**src/rtl/pipe_slice.sv**
```systemverilog
// pipe_slice: cascaded valid/ready register slices (pass-through, forward-registered or full skid)
module pipe_slice #(
    parameter int WIDTH = 32,
    parameter int DEPTH = 1,
    parameter int MODE  = 2,
    parameter int CW    = $clog2(2*DEPTH+1)
) (
    input  logic             clk,
    input  logic             rst_n,
    input  logic [WIDTH-1:0] data_in,
    input  logic             valid_up_in,
    input  logic             ready_down_in,
    output logic [WIDTH-1:0] data_out,
    output logic             valid_down_out,
    output logic             ready_up_out,
    output logic [CW-1:0]    occupancy
);
    // bit 0 is the stage's upstream ready, bit 1 its downstream valid
    typedef enum logic [1:0] {EMPTY = 2'b01, BUSY = 2'b11, FULL = 2'b10} state_t;

    if (WIDTH < 1 || DEPTH < 1 || MODE < 0 || MODE > 2) begin : g_bad
        $error("pipe_slice: illegal parameters WIDTH=%0d DEPTH=%0d MODE=%0d", WIDTH, DEPTH, MODE);
    end

    if (MODE == 0) begin : g_wire
        assign data_out       = data_in;
        assign valid_down_out = valid_up_in;
        assign ready_up_out   = ready_down_in;
        assign occupancy      = '0;
    end else begin : g_pipe
        logic [WIDTH-1:0] d [DEPTH+1];
        logic             v [DEPTH+1];
        logic             r [DEPTH+1];
        logic [1:0]       beats [DEPTH];
        logic [CW-1:0]    occ;
        assign d[0]           = data_in;
        assign v[0]           = valid_up_in;
        assign r[DEPTH]       = ready_down_in;
        assign data_out       = d[DEPTH];
        assign valid_down_out = v[DEPTH];
        assign ready_up_out   = r[0];
        for (genvar i = 0; i < DEPTH; i++) begin : g_stage
            if (MODE == 1) begin : g_fwd
                logic             val;
                logic [WIDTH-1:0] dat;
                assign r[i]     = r[i+1] | ~val;
                assign v[i+1]   = val;
                assign d[i+1]   = dat;
                assign beats[i] = {1'b0, val};
                // whenever the stage can move, it takes whatever upstream offers (or empties)
                always_ff @(posedge clk or negedge rst_n) begin
                    if (!rst_n) begin
                        val <= 1'b0;
                        dat <= '0;
                    end else begin
                        if (v[i] && r[i]) dat <= d[i];
                        if (r[i]) val <= v[i];
                    end
                end
            end else begin : g_skid
                state_t           state, nxt;
                logic [WIDTH-1:0] main_reg, skid_reg;
                logic             up, dn, ld_main, ld_skid, pop;
                assign up       = v[i] & state[0];
                assign dn       = state[1] & r[i+1];
                assign pop      = (state == FULL) & dn;
                assign r[i]     = state[0];
                assign v[i+1]   = state[1];
                assign d[i+1]   = main_reg;
                assign beats[i] = {~state[0], &state};
                // state register; ready and valid are its bits, so ready never sees ready_down_in
                always_ff @(posedge clk or negedge rst_n) begin
                    if (!rst_n) state <= EMPTY;
                    else state <= nxt;
                end
                // next state and register load strobes
                always_comb begin
                    nxt     = state;
                    ld_main = 1'b0;
                    ld_skid = 1'b0;
                    case (state)
                        EMPTY: if (up) begin
                            nxt     = BUSY;
                            ld_main = 1'b1;
                        end
                        BUSY: if (up && dn) ld_main = 1'b1;
                        else if (up) begin
                            nxt     = FULL;
                            ld_skid = 1'b1;
                        end else if (dn) nxt = EMPTY;
                        FULL: if (dn) nxt = BUSY;
                        default: nxt = EMPTY;
                    endcase
                end
                // main feeds downstream; skid catches the one beat accepted after a stall
                always_ff @(posedge clk or negedge rst_n) begin
                    if (!rst_n) begin
                        main_reg <= '0;
                        skid_reg <= '0;
                    end else begin
                        if (ld_main) main_reg <= d[i];
                        else if (pop) main_reg <= skid_reg;
                        if (ld_skid) skid_reg <= d[i];
                    end
                end
            end
        end
        // total beats held across all stages
        always_comb begin
            occ = '0;
            for (int k = 0; k < DEPTH; k++) occ = occ + CW'(beats[k]);
        end
        assign occupancy = occ;
    end
endmodule
```
**config.mk**
```make
export PLATFORM = sky130hd
export DESIGN_NAME = pipe_slice
export DESIGN_NICKNAME = d
export VERILOG_FILES = /design/src/rtl/pipe_slice.sv
export SDC_FILE = /design/constraint.sdc
export NUM_CORES = 1
export LEC_CHECK = 0
export BUFFER_PORTS_ARGS = -buffer_cell sky130_fd_sc_hd__buf_4
export CAP_MARGIN = 10
export CORE_MARGIN = 2
export CORE_UTILIZATION = 31
export CTS_CLUSTER_DIAMETER = 100
export CTS_CLUSTER_SIZE = 12
export DETAILED_ROUTE_END_ITERATION = 10
export PLACE_DENSITY = 0.54
export SLEW_MARGIN = 20
export SYNTH_ARGS = -nofsm -noshare
export SYNTH_HDL_FRONTEND = slang
export SYNTH_SLANG_ARGS = --single-unit
```
**constraint.sdc**
```tcl
create_clock -name clk -period 1.7 [get_ports clk]
set_input_delay 0.255 -clock clk [delete_from_list [all_inputs] [get_ports clk]]
set_output_delay 0.255 -clock clk [all_outputs]
set_load 0.02 [all_outputs]
```
==> flow_summary.json <==
{
  "slew_violations": 0,
  "via_per_inst": 4.64,
  "synth_area_per_cell_um2": 13.2,
  "power_mw": 8.66,
  "utilization": 0.480,
  "synth_edf_count": 0,
  "route.met2.wl_um": 3350,
  "fp.dieH_um": 103,
  "tns_ns": -1.08,
  "wl_met1_um": 3770,
  "hp-class": "primary input to flip-flop",
  "critPathLaunchType": "flip-flop",
  "vias": 2197,
  "violations": "negative setup slack",
  "wire_per_inst_um": 16.2,
  "grt_usage": 0.133,
  "pwr-share-comb": 0.490,
  "die_x_um": 103,
  "drive_gt1_frac": 0.647,
  "antenna_found_initial": 0,
  "outcome": "finished, violations left",
  "final.setup.worst_slack_ns": -0.0610,
  "wl_met3_um": 470,
  "tightest_slew_ns": 0.419,
  "peakVddDrop_v": 0.000844,
  "cp_data_arrival_time_ns": 1.98,
  "grt_pass1_vias": 2165,
  "syn2layout_area_growth_pct": 51.6,
  "drc": 0,
  "finalCritPeriodShare": 1.04,
  "synth_most_common_cell": "dfrtp_1",
  "cts_made_buffers": 9,
  "cp_cell_sequence": "ha_4 > buf_4 > and3_4 > o21ba_4 > buf_12 > clkbuf_16 > nand2_2 > o21ai_2",
  "dp_hpwl_um": 4240,
  "synthesis.area_um2": 3070,
  "clock_sinks": 66,
  "rows": 36,
  "synthCells": 233,
  "rsz0062_at_grt": "true",
  "power_density_nw_per_um2": 1860,
  "yosys.area.top_type": "dfrtp_1",
  "num_antenna_cells": 0,
  "synth_nets": 273,
  "slew_headroom": 0.721,
  "fp.coreArea_um2": 9680,
  "setup_viol": 34,
  "synthTopCellsByCount": "dfrtp_1, mux2i_1, nand2_1",
  "nets": 375,
  "fin_skew_ns": 0.00653,
  "cpLargestDelayFamily": "flip-flops",
  "ys_ff_latch": 66,
  "synth_ff_type": "dfrtp_1",
  "cts_buffer_depth": 2,
  "fmax_mhz": 568,
  "drt_pass1_iterations": 4,
  "path_max_fanout": 8,
  "ant_nets": 0,
  "worst-path-buf-inv": 3,
  "cts-root-buf": "clkbuf_8",
  "top_layer_used": "met4",
  "synth.distinct_cells": 26,
  "die_area_um2": 10700,
  "worst_hold_slack_ns": 0.121,
  "drt_iter0_drc": 50,
  "critPathRequiredTime_ns": 1.92,
  "slowest_stage": "dfrtp_2",
  "synthArstFlopShare": 1.00,
  "routed_wirelength_um": 7670,
  "grt_first_pass_wirelength_um": 10900,
  "p_seq_frac": 0.334,
  "numPortBuffers": 71,
  "initial_core_util": 0.317,
  "end_kind": "flip-flop",
  "cts.clk_slew.worst_paths_ns": 0.08,
  "overflow": 0,
  "yosysTopAreaCellShare": 0.530,
  "internal_power_mw": 5.59,
  "critPathKind": "flip-flop to flip-flop",
  "p_sw_mw": 3.07,
  "io_pins": 72,
  "pwr-share-clk": 0.176,
  "synth_area_leaders": "dfrtp_1, mux2_2, mux2i_1",
  "p_leak_nw": 2.18,
  "cts_tree": "done",
  "clkLatencyLatePin_ns": 0.33,
  "ys_seq_area_frac": 0.539,
  "min_period_ns": 1.76,
  "synth_warnings": 0,
  "htreeDepth": 3,
  "p_sw_frac": 0.355,
  "cp_slowest_stage_delay_ns": 0.48,
  "hold_viol": 0,
  "grt_max_degree": 39,
  "gp_congestion": 0.840,
  "max_cap_violations": 0
}
-- metrics by stage --
| step | cell area (µm²) | std cells | setup WS, ns |
|---|---|---|---|
| CTS | 4200 | 460 | -0.0178 |
| global placement | 3840 | 436 | 0.00606 |
| floorplan | 3110 | 233 | -0.0966 |
| detailed placement | 3840 | 436 | -0.0258 |
| global route | 4650 | 473 | -0.115 |
| finish | 4650 | 473 | -0.0610 |
-- worst paths after layout --
kind,start,end,slack (ns),cells after the start
max,g_pipe.g_stage[0].g_skid.state[1]$_DFFE_PN0P_,data_out[1]$_DFFE_PN0P_,-0.06,8
min,data_in[29],data_out[29]$_DFFE_PN0P_,0.12,3
max reg2reg,g_pipe.g_stage[0].g_skid.state[1]$_DFFE_PN0P_,data_out[1]$_DFFE_PN0P_,-0.06,8
min reg2reg,g_pipe.g_stage[0].g_skid.skid_reg[11]$_DFFE_PN0P_,g_pipe.g_stage[0].g_skid.skid_reg[11]$_DFFE_PN0P_,0.51,1
max in group asynchronous,rst_n,g_pipe.g_stage[0].g_skid.skid_reg[20]$_DFFE_PN0P_,0.76,3
min in group asynchronous,rst_n,data_out[4]$_DFFE_PN0P_,0.39,2
-- routing by layer --
metal,up-vias,GRT usage
met5,-,0
met4,0,0.0364
met2,59,0.200
met3,8,0.0504
met1,1098,0.181
li1,1032,-
-- final cells by class --
type                    instances  area, µm²
clock inverters                 4       73.8
clock buffers                  12        155
repair buffers                104       1040
multi-input cells             151       1550
inverters                       3       16.3
fillers                       886       5030
flip-flops and latches         66       1650
well taps                     133        166
-- repair_timing --
action | CTS | global route
pin swaps | 1 | 4
gates cloned | 2 | 9
buffers inserted | 5 | 6
resized for setup | 7 | 62
endpoints found under the hold margin | 27 | 0
hold buffers | 1 | 0
setup endpoints to repair | 33 | 67
-- cells by family (layout without fill, tap and decap cells) --
group                    after synthesis  count (layout)  synth area share
AO/OA/AOI/OAI                         40              40             0.111
adder cells (fa/ha/maj)                4               4            0.0163
buffers and inverters                 16             123            0.0493
flip-flops                            66              66             0.539
multiplexers                          66              66             0.229
AND/OR/NAND/NOR                       41              41            0.0563
-- worst reg2reg max path: stages, from the launching register on --
cell       delay (ns)
dfrtp_2          0.48
ha_4             0.21
buf_4            0.13
and3_4           0.18
o21ba_4          0.21
buf_12           0.15
clkbuf_16        0.17
nand2_2          0.07
o21ai_2          0.05
-- placed cells by master, fill, tap and decap left out, types with 2 or more instances in the layout --
master / instances
dfrtp_1: 64
clkbuf_16: 6
mux2_2: 19
ha_1: 2
mux2i_4: 9
o21ai_1: 3
clkbuf_8: 11
mux2i_2: 6
nand2_1: 21
nand2_2: 12
bufinv_16: 2
buf_4: 80
nand3_4: 2
inv_1: 2
mux2_4: 14
buf_12: 8
buf_6: 8
ha_4: 2
nand3_1: 2
o21ai_2: 30
mux2i_1: 18
nand2_4: 2
-- power by group through the flow --
| stage | Sequential, mW | Clock (mW) | Combinational (mW) |
|---|---|---|---|
| CTS | 2.76 | 1.57 | 3.52 |
| global placement | 2.78 | 0 | 3.29 |
| floorplan | 3.17 | 0 | 1.81 |
| global route | 2.99 | 1.65 | 4.57 |
| finish | 2.89 | 1.53 | 4.24 |
| detailed placement | 2.79 | 0 | 3.34 |
Power figures use the tool's default switching activity.
